## src/rtl/light_pkg.sv

```systemverilog
// Shared light-state codes for the tail-light controller.
// Used by the input encoder and the lamp driver.
package light_pkg;

    typedef logic [1:0] light_code_t;

    localparam light_code_t CODE_NONE  = 2'b00;
    localparam light_code_t CODE_BRAKE = 2'b01;
    localparam light_code_t CODE_TURN  = 2'b10;
    localparam light_code_t CODE_BOTH  = 2'b11;

    function automatic light_code_t encode(
        input logic turn_s,
        input logic brake_s
    );
        return {turn_s, brake_s};
    endfunction

endpackage

```

## src/rtl/signal_encoder_if.sv

```systemverilog
// Switch inputs and encoded light-state outputs of the encoder.
// The master drives the raw switches; the slave returns the code.
interface signal_encoder_if;
    import light_pkg::*;

    logic        brake;
    logic        turn;
    light_code_t code;
    logic        code_stb;
    logic        blink;

    modport master (
        output brake,
        output turn,
        input  code,
        input  code_stb,
        input  blink
    );

    modport slave (
        input  brake,
        input  turn,
        output code,
        output code_stb,
        output blink
    );

endinterface

```

## src/rtl/db_filter.sv

```systemverilog
// Two-flop synchroniser plus level debouncer for one switch.
// chg is high in the cycle whose closing edge updates dout.
module db_filter #(
    parameter int DB_CYCLES = 16
) (
    input  logic clk,
    input  logic rst_n,
    input  logic din,
    output logic dout,
    output logic chg
);

    localparam int W = $clog2(DB_CYCLES + 1);
    localparam logic [W-1:0] LIM = W'(DB_CYCLES - 1);

    logic         x_m;
    logic         x_q;
    logic [W-1:0] cnt;

    assign chg = (x_q != dout) && (cnt == LIM);

    always_ff @(posedge clk or negedge rst_n) begin
        if (!rst_n) begin
            x_m  <= 1'b0;
            x_q  <= 1'b0;
            dout <= 1'b0;
            cnt  <= '0;
        end else begin
            x_m <= din;
            x_q <= x_m;
            if (x_q == dout) begin
                cnt <= '0;
            end else if (chg) begin
                dout <= x_q;
                cnt  <= '0;
            end else begin
                cnt <= cnt + W'(1);
            end
        end
    end

endmodule

```

## src/rtl/signal_encoder.sv

```systemverilog
// Debounces brake/turn switches into the light code, with a
// change strobe and the turn-flash phase.
module signal_encoder
    import light_pkg::*;
#(
    parameter int DB_CYCLES  = 16,
    parameter int BLINK_HALF = 25_000_000
) (
    input  logic             clk,
    input  logic             rst_n,
    signal_encoder_if.slave  bus
);

    localparam int BW = $clog2(BLINK_HALF);
    localparam logic [BW-1:0] BLIM = BW'(BLINK_HALF - 1);

    logic          brake_s;
    logic          turn_s;
    logic          brake_chg;
    logic          turn_chg;
    logic          stb;
    logic          blink;
    logic [BW-1:0] bcnt;

    db_filter #(.DB_CYCLES(DB_CYCLES)) u_brake (
        .clk   (clk),
        .rst_n (rst_n),
        .din   (bus.brake),
        .dout  (brake_s),
        .chg   (brake_chg)
    );

    db_filter #(.DB_CYCLES(DB_CYCLES)) u_turn (
        .clk   (clk),
        .rst_n (rst_n),
        .din   (bus.turn),
        .dout  (turn_s),
        .chg   (turn_chg)
    );

    // Blink phase restarts high on every turn_s rise.
    always_ff @(posedge clk or negedge rst_n) begin
        if (!rst_n) begin
            stb   <= 1'b0;
            blink <= 1'b0;
            bcnt  <= '0;
        end else begin
            stb <= brake_chg | turn_chg;
            if (turn_chg) begin
                blink <= ~turn_s;
                bcnt  <= '0;
            end else if (turn_s) begin
                if (bcnt == BLIM) begin
                    blink <= ~blink;
                    bcnt  <= '0;
                end else begin
                    bcnt <= bcnt + BW'(1);
                end
            end
        end
    end

    assign bus.code     = encode(turn_s, brake_s);
    assign bus.code_stb = stb;
    assign bus.blink    = blink;

endmodule
```

## src/flat_wrapper.sv

```systemverilog
// flat-port wrapper written by rule: the top's interface ports become plain ports
module signal_encoder_flat import light_pkg::*;
#(
    parameter int DB_CYCLES  = 16,
    parameter int BLINK_HALF = 25_000_000
)
  (clk, rst_n, bus_brake, bus_turn, bus_code, bus_code_stb, bus_blink);
  signal_encoder_if bus_i ();
  input  logic clk;
  input  logic rst_n;
  input wire logic [$bits(bus_i.brake)-1:0] bus_brake;
  input wire logic [$bits(bus_i.turn)-1:0] bus_turn;
  output wire logic [$bits(bus_i.code)-1:0] bus_code;
  output wire logic [$bits(bus_i.code_stb)-1:0] bus_code_stb;
  output wire logic [$bits(bus_i.blink)-1:0] bus_blink;
  assign bus_i.brake = bus_brake;
  assign bus_i.turn = bus_turn;
  assign bus_code = bus_i.code;
  assign bus_code_stb = bus_i.code_stb;
  assign bus_blink = bus_i.blink;
  signal_encoder #(.DB_CYCLES(DB_CYCLES), .BLINK_HALF(BLINK_HALF)) u_core (.clk(clk), .rst_n(rst_n), .bus(bus_i));
endmodule
```

## config.mk

```make
export PLATFORM = sky130hd
export DESIGN_NAME = signal_encoder_flat
export DESIGN_NICKNAME = d
export VERILOG_FILES = /design/src/rtl/light_pkg.sv /design/src/rtl/signal_encoder_if.sv /design/src/rtl/db_filter.sv /design/src/rtl/signal_encoder.sv /design/src/flat_wrapper.sv
export SDC_FILE = /design/constraint.sdc
export NUM_CORES = 1
export LEC_CHECK = 0
export BUFFER_PORTS_ARGS = -buffer_cell sky130_fd_sc_hd__buf_2
export CAP_MARGIN = 25
export CORE_UTILIZATION = 50
export DETAILED_ROUTE_END_ITERATION = 10
export PLACE_DENSITY_LB_ADDON = 0.1
export SLEW_MARGIN = 20
export SYNTH_ARGS = -nofsm -noshare
export SYNTH_HDL_FRONTEND = slang
export SYNTH_SLANG_ARGS = --single-unit
```

## constraint.sdc

```tcl
create_clock -name clk -period 4.6 [get_ports clk]
set_input_delay 0.46 -clock clk [delete_from_list [all_inputs] [get_ports clk]]
set_output_delay 0.46 -clock clk [all_outputs]
set_load 0.005 [all_outputs]
```

Word-level counts from Yosys, hierarchy flattened

Cells that the tools add are included.

Output and inout bits: 4
Logic and storage cells: 43
Register bits: 43

Eq/ne operators: 7
Reduce and logical (&&, ||, !) cells: 7
Add/sub/neg operators: 3
Muxes and demuxes: 10
Bitwise logic cells: 5

Operators by type and width:

| cell                                                                   | count |
|---|---|
| 25-bit 2-to-1 mux                                                      | 3 |
| 25-bit by 1-bit adder with 25-bit output (second input constant)       | 1 |
| 25-bit equality test (second input constant)                           | 1 |
| 5-bit 2-to-1 mux                                                       | 4 |
| 5-bit by 1-bit adder with 5-bit output (second input constant)         | 2 |
| 5-bit by 4-bit equality test with 1-bit output (second input constant) | 2 |
| 2-bit AND reduction                                                    | 3 |
| 1-bit NOT                                                              | 4 |
| 2-bit nonzero test                                                     | 2 |
| 1-bit 2-to-1 mux                                                       | 3 |
| 1-bit equality test                                                    | 2 |
| 1-bit logical AND                                                      | 2 |
| 1-bit inequality test                                                  | 2 |
| 1-bit OR                                                               | 1 |

Logic depth before layout (Yosys ltp)

Gate-level depths: netlist of run 1.

Depth in word-level cells: 4
Depth in mapped cells: 7

Cells and area by module

From an unflattened synthesis of run 1, not the netlist that was laid out.

Cells, all modules: 210
Area, all modules: 2168.3 um2

Modules (own cells, without submodules):

| module         | cells an instance | area each (um2) | instances |
|---|---|---|---|
| signal_encoder | 160               | 1522.7          | 1 |
| db_filter      | 25                | 322.8           | 2 |

Worst setup path before layout of run 1

No wires, ideal clock.

Path kind: register to register
Start: register u_core.bcnt[6]
End: register u_core.bcnt[23]
Buffers on the path: 2
Arrival time: 1.749 ns
Library setup time: 0.129 ns
Cell stages (with the launch flop): 8
Path slack: 2.723 ns
Clock period less this slack: 1.877 ns
Cell sequence: dfrtp_1 > buf_6 > or4b_1 > nor4_2 > a21oi_2 > buf_6 > o211ai_2 > o41ai_2

Longest elaborated chain between the ends: 4
Elaborated cells between the ends (all ways): 5
Classes of those cells: 1 x add/sub; 1 x eq/ne; 3 x mux

RTL lines:

| what                                                                             | line                                       | text |
|---|---|---|
| start: declaration                                                               | signal_encoder.sv:23                       | `logic [BW-1:0] bcnt;` |
| start signal: assignment                                                         | signal_encoder.sv:57                       | `bcnt <= bcnt + BW'(1);` |
| 25-bit by 1-bit adder with 25-bit output or 25-bit equality test (tied branches) | signal_encoder.sv:57, signal_encoder.sv:53 |  |
| 25-bit 2-to-1 mux (*)                                                            | signal_encoder.sv:53                       | `if (bcnt == BLIM) begin` |
| 25-bit 2-to-1 mux (*)                                                            | signal_encoder.sv:52                       | `end else if (turn_s) begin` |
| 25-bit 2-to-1 mux (*)                                                            | signal_encoder.sv:49                       | `if (turn_chg) begin` |

Mark *: on every way between the ends. The rest lies on a longest branch, timed or not. The select of a mux whose other input is x is not followed.
A chain may end at the register's enable or synchronous reset.

Final worst setup path of run 1

Start: register u_core.bcnt[7]
End: register u_core.bcnt[15]

Same word-level chain as after synthesis.

==> results by group, run 1 <==
Clock network
  • Count of H-tree levels built during CTS: 2
  • Quantity of gates resized following cts: 0
  • Clk sink count: 43
  • Clock root buffer: sky130_fd_sc_hd__clkbuf_8
  • Number of setup buffers added after CTS: 0
  • CTS tree: yes
  • Total CTS buffers: 5
  • Bufs on Longest Clock Path: 2
  • Clk_lat worst skew: 300 ps
  • Hold-fix buffers at CTS: 0
  • CTS clk-pin slew, worst paths: 90 ps

Synth
  • Netlist area before placement: 2280 sq um
  • Distinct cells, synth: 41
  • FF+latch count, synth: 43
  • Number of synthesized flops with an enable pin: 0
  • Synth Net Count: 247
  • Post-synth top area share: 0.472
  • Cell count after synthesis: 240
  • Ranking of synthesized cells by area: sky130_fd_sc_hd__dfrtp_1 (47%), sky130_fd_sc_hd__nand3_1 (5.9%), sky130_fd_sc_hd__mux2i_1 (4.8%), sky130_fd_sc_hd__a21oi_1 (3.7%), sky130_fd_sc_hd__nand4_1 (3.3%)
  • Synth Flop Type: sky130_fd_sc_hd__dfrtp_1
  • Async S/R FF share, synth: 1.00
  • Average size of a mapped cell: 9.50 sq um
  • Fraction of the yosys area taken by sequential cells: 0.472
  • Cell type contributing the most total cell area after synthesis: sky130_fd_sc_hd__dfrtp_1
  • Yosys synthesis warning count: 0

Pwr
  • Final Total Pwr: 706 uW
  • Relative contribution of sequential cells to total power: 0.552
  • Net switching power of the design: 152 uW
  • Static leakage: 0.972 nW
  • Share of total power in combinational logic: 0.031
  • PD cells: 288 nW/um^2
  • Relative contribution of the clock network to total power: 0.417
  • Total internal power: 554 uW
  • Switching Share: 0.215
  • IR Drop Worst-Case VDD: 0.000194 V

Route
  • Count of routing violations after the opening detailed-route iteration: 101
  • Detailed-router iteration count before antenna repair: 4
  • DR WL/cell: 15.1 um
  • Residual antenna-violating net count after detailed routing: 0
  • Drt total wl: 4.47 mm
  • Detailed-route via count: 1758
  • Number of vias per cell after detailed routing: 5.92
  • Number of design rule violations left after detail routing: 0

Final layout
  • Max reg flops: 25
  • Most flops, register: u_core.bcnt
  • Top Registers: u_core.bcnt: 25 flops, u_core.u_brake.cnt: 5 flops, u_core.u_turn.cnt: 5 flops
  • Area Growth Syn to Fin: 7.57%
  • Final net count: 251
  • Filler cells: 401
  • Most used cells in the layout excluding fill and tap cells: sky130_fd_sc_hd__dfrtp_1 (43), sky130_fd_sc_hd__nand3_1 (27), sky130_fd_sc_hd__nand2_1 (19)
  • Number of antenna diodes: 0
  • Fraction of layout cells with a size suffix above 1: 0.106
  • Most frequent standard cell in the layout excluding fill and tap cells: sky130_fd_sc_hd__dfrtp_1

STA
  • Final Slew Violations: 0
  • Crit share post-route: 0.502
  • Number of setup violations in the final report: 0
  • Final worst path period need: 2310 ps
  • Max Clock Skew: 9.42 ps
  • Setup repair after global routing missed its margin: no
  • Maximum achievable frequency: 433 MHz
  • Final hold vios: 0
  • Total negative slack for setup checks: 0 ps
  • Worst-case headroom to the max-slew limit: 0.440
  • Worst slew pin tran: 840 ps

Global routing
  • Antenna violations before repair: 0
  • Global-route wire length before repair: 7.87 mm
  • Met2 routing resource usage after global routing: 0.300
  • Global Route met1 Usage: 0.301
  • Met3 usage in global routing: 0.0392
  • Via count of the first global-routing pass: 1667
  • Overall global routing resource usage: 0.206
  • Busiest metal layer after global routing: met1
  • Largest net degree at the start of global routing: 44
  • Total gr overflow: 0

Worst setup path
  • Launching element type of the critical path: register
  • Cell-by-cell listing of the critical path: or4b_1, nor4_2, a21oi_2, buf_4, a21oi_1, mux2i_1
  • Arrival time worst endpoint: 2490 ps
  • Highest net fanout along the worst path: 20
  • Crit path required time: 4780 ps
  • Largest stage delay on the critical path: 580 ps
  • Crit end category: register
  • WS Path Type: register to register
  • CP max stage cell: sky130_fd_sc_hd__or4b_1

Place
  • DP HPWL: 3.02 mm
  • GP Congestion: 0.783
  • PortBufs: 7

Min path
  • Class of the most critical hold timing path: primary input to asynchronous set/reset pin

Floorplanning
  • Die X-Extent: 69.5 um
  • Area of the die: 4840 sq um
  • Starting density of the core: 0.520
  • Die Y: 69.5 um
  • Core region area: 4380 sq um
  • Floorplan row count: 24
  • Count of pins on the block boundary: 8

Outcome
  • Result of the run: completed

Run
  • Max Cap Violations: 0
==> cells by family after synthesis <==
kind of cell    after synthesis  share of synthesized area
mux                          12                     0.0532
simple gates                106                      0.259
xor+xnor                      6                     0.0230
compound gates               45                      0.117
fa+ha+maj                     3                     0.0165
flops                        43                      0.472
buf+inv                      25                     0.0592
==> cell usage after synthesis (6+ instances only) <==
| cell | n |
|---|---|
| sky130_fd_sc_hd__nand4_1 | 12 |
| sky130_fd_sc_hd__nor2_1 | 11 |
| sky130_fd_sc_hd__inv_1 | 13 |
| sky130_fd_sc_hd__mux2i_1 | 11 |
| sky130_fd_sc_hd__o22ai_1 | 6 |
| sky130_fd_sc_hd__dfrtp_1 | 43 |
| sky130_fd_sc_hd__o21ai_0 | 13 |
| sky130_fd_sc_hd__nor3_1 | 6 |
| sky130_fd_sc_hd__nand3_1 | 27 |
| sky130_fd_sc_hd__nand2_1 | 19 |
| sky130_fd_sc_hd__a21oi_1 | 17 |
==> power groups by stage <==
stage / sequential, mW / combinational [mW] / clock (mW)
3_5_place_dp: 0.397 / 0.0197 / 0
5_1_grt: 0.390 / 0.0264 / 0.319
6_report: 0.389 / 0.0221 / 0.294
3_3_place_gp: 0.397 / 0.0197 / 0
2_1_floorplan: 0.396 / 0.00921 / 0
4_1_cts: 0.389 / 0.0200 / 0.306
==> final cells by class <==
cell class              instances  area, sq um  area share
clock buffers                   5         68.8      0.0280
clock inverters                 3         43.8      0.0178
inverters                      13         48.8      0.0199
multi-input cells             172         1080       0.441
flip-flops and latches         43         1080       0.439
well taps                      52         65.1      0.0265
repair buffers                  9         70.1      0.0286
==> worst max-delay path, delay by kind of cell (launching register included) <==
kind                   cells  cell delay [ps]
buffers and inverters      1              280
AO/OA/AOI/OAI              2              430
multiplexers               1               90
AND/OR/NAND/NOR            2              930
flip-flops                 1              450
==> per-layer routing <==
metal	share of wire	vias up
met2	0.44	24
met1	0.52	847
met3	0.026	5
li1	-	882
met4	0.015	0
met5	0	-
==> final timing paths <==
| check | slack, ps | startpoint | depth (start not counted) | end |
|---|---|---|---|---|
| min in group clk | 260 | bus_turn | 1 | u_core.u_turn.x_m |
| hold / removal | 110 | rst_n | 1 | u_core.bcnt[9] |
| setup / recovery | 2290 | u_core.bcnt[7] | 6 | u_core.bcnt[15] |
| hold reg to reg | 360 | u_core.u_turn.x_m | 0 | u_core.u_turn.x_q |
| max in group asynchronous | 4000 | rst_n | 2 | u_core.u_brake.x_q |
| setup reg to reg | 2290 | u_core.bcnt[7] | 6 | u_core.bcnt[15] |
==> metrics by stage <==
| stage | hold slack (ps) | setup WS (ps) | area (sq um) | utilization | instances |
|---|---|---|---|---|---|
| global route | 144 | 2080 | 2450 | 0.560 | 297 |
| floorplan | 164 | 2720 | 2280 | - | 240 |
| global placement | 333 | 2290 | 2310 | 0.526 | 288 |
| finish | 115 | 2290 | 2450 | 0.560 | 297 |
| CTS | 248 | 2270 | 2430 | 0.553 | 296 |
| detailed placement | 340 | 2320 | 2310 | 0.528 | 288 |
(Power assumes the default switching activity.)
==> run 2: changes to the inputs <==
clock period = 2.2 ns   (was 4.6 ns; I/O delays follow)
==> run 2 against run 1 <==
  * The run now ends with hold timing left
  * Die area is the same
  * Combinational power rose by 83%
  * Clock power increased by 110%
  * Core utilization is 1.1 points higher
  * Fmax rose by 16%
  * Critical endpoint is now u_core.bcnt[24]
  * Largest power group unchanged
==> results by group, run 2 (same netlist as run 1, synthesis figures left out) <==
Clock network
  • Clk sink count: 43 (unchanged)
  • Hold-fix buffers at CTS: 0 (unchanged)
  • Quantity of gates resized following cts: 0 (unchanged)
  • Count of H-tree levels built during CTS: 2 (unchanged)
  • Bufs on Longest Clock Path: 2 (unchanged)
  • Clk_lat worst skew: 300 ps (about the same)
  • CTS tree: yes
  • Total CTS buffers: 5 (unchanged)
  • CTS clk-pin slew, worst paths: 80 ps (about the same)
  • Clock root buffer: sky130_fd_sc_hd__clkbuf_8
  • Number of setup buffers added after CTS: 0 (unchanged)

Floorplanning
  • Floorplan row count: 24 (unchanged)
  • Count of pins on the block boundary: 8 (unchanged)
  • Core region area: 4380 sq um (unchanged)
  • Die X-Extent: 69.5 um (unchanged)
  • Starting density of the core: 0.520 (unchanged)
  • Die Y: 69.5 um (unchanged)
  • Area of the die: 4840 sq um (unchanged)

Final layout
  • Final cell utilization of the core: 0.570 (+0.0106)
  • Final net count: 260 (+3.6%)
  • Most used cells in the layout excluding fill and tap cells: sky130_fd_sc_hd__dfrtp_1 (43), sky130_fd_sc_hd__nand3_1 (27), sky130_fd_sc_hd__nand2_1 (19)
  • Most frequent standard cell in the layout excluding fill and tap cells: sky130_fd_sc_hd__dfrtp_1
  • Area Growth Syn to Fin: 9.60%
  • Register Area: 1080 sq um (unchanged)
  • Number of antenna diodes: 0 (unchanged)
  • Filler cells: 386 (-3.7%)
  • Max reg flops: 25 (unchanged)
  • Cell area after layout: 2500 sq um (+1.9%)
  • Top Registers: u_core.bcnt: 25 flops, u_core.u_brake.cnt: 5 flops, u_core.u_turn.cnt: 5 flops
  • Most flops, register: u_core.bcnt
  • Fraction of layout cells with a size suffix above 1: 0.134 (+0.0283)
  • Combined area of the multi-input logic cells: 1070 sq um (-0.69%)

Global routing
  • Global-route wire length before repair: 8.05 mm (+2.4%)
  • Overall global routing resource usage: 0.209 (+0.00267)
  • Antenna violations before repair: 0 (unchanged)
  • Largest net degree at the start of global routing: 44 (unchanged)
  • Via count of the first global-routing pass: 1718 (+3.1%)
  • Total gr overflow: 0 (unchanged)

Route
  • Number of design rule violations left after detail routing: 0 (unchanged)
  • Detailed-route via count: 1819 (+3.5%)
  • Drt total wl: 4.58 mm (+2.4%)
  • Count of routing violations after the opening detailed-route iteration: 85 (-16%)
  • Residual antenna-violating net count after detailed routing: 0 (unchanged)
  • Number of vias per cell after detailed routing: 5.96 (+0.76%)
  • DR WL/cell: 15.0 um (-0.29%)
  • Detailed-router iteration count before antenna repair: 4 (unchanged)

STA
  • Worst-case headroom to the max-slew limit: 0.639 (+0.199)
  • Max Clock Skew: 6.21 ps (-3.21 ps)
  • Final hold vios: 25 (+25)
  • Setup repair after global routing missed its margin: no
  • Minimum hold slack: -20.4 ps (-135 ps)
  • Maximum achievable frequency: 505 MHz (+16%)
  • Final Slew Violations: 0 (unchanged)
  • Crit share post-route: 0.901 (+0.399)
  • Number of setup violations in the final report: 0 (unchanged)
  • Final worst path period need: 1980 ps (-326 ps)
  • Total negative slack for setup checks: 0 ps (unchanged)
  • Worst slew pin tran: 541 ps (-298 ps)

Pwr
  • Static leakage: 1.01 nW (+3.7%)
  • Final Total Pwr: 1.46 mW (+110%)
  • PD cells: 583 nW/um^2 (+100%)
  • IR Drop Worst-Case VDD: 0.000394 V (+100%)

Worst setup path
  • Arrival time worst endpoint: 2170 ps (-320 ps)
  • Launching element type of the critical path: register
  • WS Path Type: register to register
  • Crit path required time: 2390 ps (-2390 ps)
  • Highest net fanout along the worst path: 6 (-70%)
  • Crit end category: register

Run
  • Max Cap Violations: 0 (unchanged)

Min path
  • Class of the most critical hold timing path: primary input to asynchronous set/reset pin

Place
  • Post-place instance area: 2390 sq um (+3.5%)
  • GP Congestion: 0.777 (-0.74%)
  • PortBufs: 7 (unchanged)
  • DP HPWL: 3.19 mm (+5.8%)

Outcome
  • Failing checks: hold timing
  • Result of the run: complete, but fails checks
run 2: cell count changes in the layout (fill, tap and decap cells not counted), sizes merged:
| cell | delta |
|---|---|
| buf | +9 |
| clkinv | -2 |
| clkinvlp | +1 |
run 2: cell type report:
| type | instances | area share |
|---|---|---|
| Tap cell | 52 | 0.0260 |
| Sequential cell | 43 | 0.430 |
| Inverter | 13 | 0.0195 |
| Clock buffer | 5 | 0.0275 |
| Clock inverter | 2 | 0.0150 |
| Multi-Input combinational cell | 172 | 0.429 |
| Timing Repair Buffer | 18 | 0.0521 |
run 2: worst max-delay path, cell delays in order (launching register included):
cell and delay (ps):
sky130_fd_sc_hd__dfrtp_1 410, sky130_fd_sc_hd__buf_4 150, sky130_fd_sc_hd__nand4_1 180, sky130_fd_sc_hd__or3_4 450
sky130_fd_sc_hd__or4_1 430, sky130_fd_sc_hd__a21oi_1 170, sky130_fd_sc_hd__mux2i_1 80
run 2: path summary, 6_finish.rpt:
| kind | startpoint | slack [ps] | depth (start not counted) | end |
|---|---|---|---|---|
| max in group asynchronous | rst_n | 1840 | 2 | u_core.u_turn.cnt[1] |
| min in group clk | bus_turn | 30 | 1 | u_core.u_turn.x_m |
| worst min-delay path | rst_n | -20 | 2 | u_core.u_brake.cnt[3] |
| worst min register to register | u_core.u_turn.x_m | 350 | 0 | u_core.u_turn.x_q |
| worst max register to register | u_core.bcnt[6] | 220 | 6 | u_core.bcnt[24] |
| worst max-delay path | u_core.bcnt[6] | 220 | 6 | u_core.bcnt[24] |
run 2: metrics by stage:
stage,std cells,setup WS [ps]
6_report,305,218
5_1_grt,305,77.5
4_1_cts,305,222
3_5_place_dp,298,242
3_3_place_gp,298,247
2_1_floorplan,240,323
run 2: where the power goes:
group,switching (mW),internal (mW),leakage [nW]
Combinational,0.0259,0.0146,0.370
Sequential,0.0109,0.803,0.587
Clock,0.271,0.332,0.0502
Total,0.308,1.15,1.01
run 2: layer usage:
layer / vias to the layer above / share of wire / GRT usage
met5: - / 0 / 0
met4: 0 / 0.014 / 0.0703
met3: 6 / 0.028 / 0.0436
met2: 25 / 0.45 / 0.309
met1: 896 / 0.51 / 0.304
li1: 892 / - / -
==> run 3: changes to the inputs <==
HOLD_SLACK_MARGIN = 0.12   (was not set)
==> run 3 against run 2 <==
  * The flow now finishes without violations
  * Register-to-register slack is essentially flat
  * Fmax is 0.40% higher
  * Sequential cell count unchanged
  * Sequential power is essentially flat
  * Critical path type unchanged
  * Critical endpoint unchanged
  * Largest cell class unchanged
  * Largest power group unchanged
  * Highest routed layer unchanged
==> results by group, run 3 (same netlist as run 1, synthesis figures left out) <==
Floorplanning
  • Area of the die: 4840 sq um (unchanged)
  • Die Y: 69.5 um (unchanged)
  • Count of pins on the block boundary: 8 (unchanged)
  • Starting density of the core: 0.520 (unchanged)
  • Floorplan row count: 24 (unchanged)
  • Core region area: 4380 sq um (unchanged)
  • Die X-Extent: 69.5 um (unchanged)

Global routing
  • Met3 usage in global routing: 0.0436 (unchanged)
  • Total gr overflow: 0 (unchanged)
  • Overall global routing resource usage: 0.210 (+0.000937)
  • Largest net degree at the start of global routing: 44 (unchanged)
  • Antenna violations before repair: 0 (unchanged)
  • Busiest metal layer after global routing: met2
  • Via count of the first global-routing pass: 1735 (+0.99%)
  • Met2 routing resource usage after global routing: 0.312 (+0.00324)
  • Global Route met1 Usage: 0.304 (unchanged)
  • Global-route wire length before repair: 8.09 mm (+0.51%)

Pwr
  • IR Drop Worst-Case VDD: 0.000394 V (about the same)
  • PD cells: 576 nW/um^2 (-1.1%)
  • Final Total Pwr: 1.46 mW (+0.12%)
  • Static leakage: 1.02 nW (+1.2%)

Final layout
  • Number of antenna diodes: 0 (unchanged)
  • Most frequent standard cell in the layout excluding fill and tap cells: sky130_fd_sc_hd__dfrtp_1
  • Most flops, register: u_core.bcnt
  • Most used cells in the layout excluding fill and tap cells: sky130_fd_sc_hd__dfrtp_1 (43), sky130_fd_sc_hd__nand3_1 (27), sky130_fd_sc_hd__nand2_1 (19)
  • Area Growth Syn to Fin: 10.9%
  • Top Registers: u_core.bcnt: 25 flops, u_core.u_brake.cnt: 5 flops, u_core.u_turn.cnt: 5 flops
  • Fraction of layout cells with a size suffix above 1: 0.133 (-0.00157)
  • Non-filler cells, final: 308 (+0.98%)
  • Max reg flops: 25 (unchanged)
  • Final net count: 263 (+1.2%)

Clock network
  • Total CTS buffers: 5 (unchanged)
  • Clock root buffer: sky130_fd_sc_hd__clkbuf_8
  • CTS tree: yes
  • Count of H-tree levels built during CTS: 2 (unchanged)
  • Hold-fix buffers at CTS: 3 (+3)
  • Clk sink count: 43 (unchanged)
  • Number of setup buffers added after CTS: 0 (unchanged)
  • Bufs on Longest Clock Path: 2 (unchanged)
  • Quantity of gates resized following cts: 0 (unchanged)
  • Clk_lat worst skew: 300 ps (about the same)
  • CTS clk-pin slew, worst paths: 80 ps (about the same)

Worst setup path
  • Arrival time worst endpoint: 2160 ps (about the same)
  • Crit path required time: 2390 ps (about the same)
  • Crit end category: register
  • RR Startpoint: u_core.bcnt[6]
  • Cell depth of the worst flop-to-flop path: 6 (unchanged)
  • WS Path Type: register to register
  • Launch point of the critical path: u_core.bcnt[6]
  • Highest net fanout along the worst path: 6 (unchanged)
  • Launching element type of the critical path: register

Place
  • GP Congestion: 0.777 (unchanged)
  • Pre-CTS setup slack: 242 ps (unchanged)
  • PortBufs: 7 (unchanged)
  • Placed cell count: 298 (unchanged)
  • DP HPWL: 3.19 mm (unchanged)

Outcome
  • Result of the run: completed

Route
  • Number of vias per cell after detailed routing: 5.93 (-0.54%)
  • Detailed-route via count: 1827 (+0.44%)
  • Detailed-router iteration count before antenna repair: 4 (unchanged)
  • Residual antenna-violating net count after detailed routing: 0 (unchanged)
  • Drt total wl: 4.58 mm (about the same)
  • Number of design rule violations left after detail routing: 0 (unchanged)
  • Count of routing violations after the opening detailed-route iteration: 105 (+24%)
  • DR WL/cell: 14.9 um (-0.91%)

STA
  • Final hold vios: 0 (-100%)
  • Maximum achievable frequency: 507 MHz (+0.40%)
  • Max Clock Skew: 5.65 ps (-0.565 ps)
  • Worst path setup slack after routing: 226 ps (+7.90 ps)
  • Worst slew pin tran: 539 ps (-2.35 ps)
  • Number of setup violations in the final report: 0 (unchanged)
  • Crit share post-route: 0.897 (-0.00359)
  • Final worst path period need: 1970 ps (-7.90 ps)
  • Final Slew Violations: 0 (unchanged)
  • Setup repair after global routing missed its margin: no
  • Worst-case headroom to the max-slew limit: 0.641 (+0.00157)
  • Total negative slack for setup checks: 0 ps (unchanged)

Run
  • Max Cap Violations: 0 (unchanged)

Min path
  • Worst hold path depth: 0
  • Startpoint of the lowest-slack hold path: u_core.u_turn.x_m
  • Class of the most critical hold timing path: register to register
[run 3: changes by cell type in the layout (fill, tap and decap cells not counted)]
cell	before	now
sky130_fd_sc_hd__dlygate4sd3_1	0	3
[run 3: worst paths after layout]
kind,endpoint,slack (ps)
setup / recovery,u_core.bcnt[24],230
hold / removal,u_core.u_turn.x_q,350
setup reg to reg,u_core.bcnt[24],230
hold reg to reg,u_core.u_turn.x_q,350
max in group asynchronous,u_core.u_turn.cnt[1],1310
min in group asynchronous,u_core.u_brake.cnt[3],510
[run 3: final cells by class]
type | count | area [sq um]
fillers | 384 | 1850
flip-flops and latches | 43 | 1080
multi-input cells | 172 | 1070
repair buffers | 21 | 160
clock buffers | 5 | 68.8
well taps | 52 | 65.1
inverters | 13 | 48.8
clock inverters | 2 | 37.5
[run 3: worst max-delay path, stage by stage, from the launching register on]
cell	delay (ps)
sky130_fd_sc_hd__dfrtp_1	410
sky130_fd_sc_hd__buf_4	150
sky130_fd_sc_hd__nand4_1	180
sky130_fd_sc_hd__or3_4	450
sky130_fd_sc_hd__or4_1	430
sky130_fd_sc_hd__a21oi_1	160
sky130_fd_sc_hd__mux2i_1	80
[run 3: power by group]
part | internal, mW | leakage [nW] | switching [mW]
Clock | 0.332 | 0.0502 | 0.269
Sequential | 0.803 | 0.587 | 0.0109
Combinational | 0.0181 | 0.383 | 0.0264
Total | 1.15 | 1.02 | 0.306
[run 3: routing by layer]
layer	up-vias	part of all wire
met3	6	0.034
li1	894	-
met1	900	0.50
met4	0	0.014
met2	27	0.45
met5	-	0
[run 3: per-stage QoR]
stage          instance area (sq um)  utilization  hold WS [ps]
5_1_grt                         2530        0.577           359
2_1_floorplan                   2280            -         -75.6
4_1_cts                         2530        0.577           356
6_report                        2530        0.577           352
3_5_place_dp                    2390        0.546           330
3_3_place_gp                    2390        0.546           328
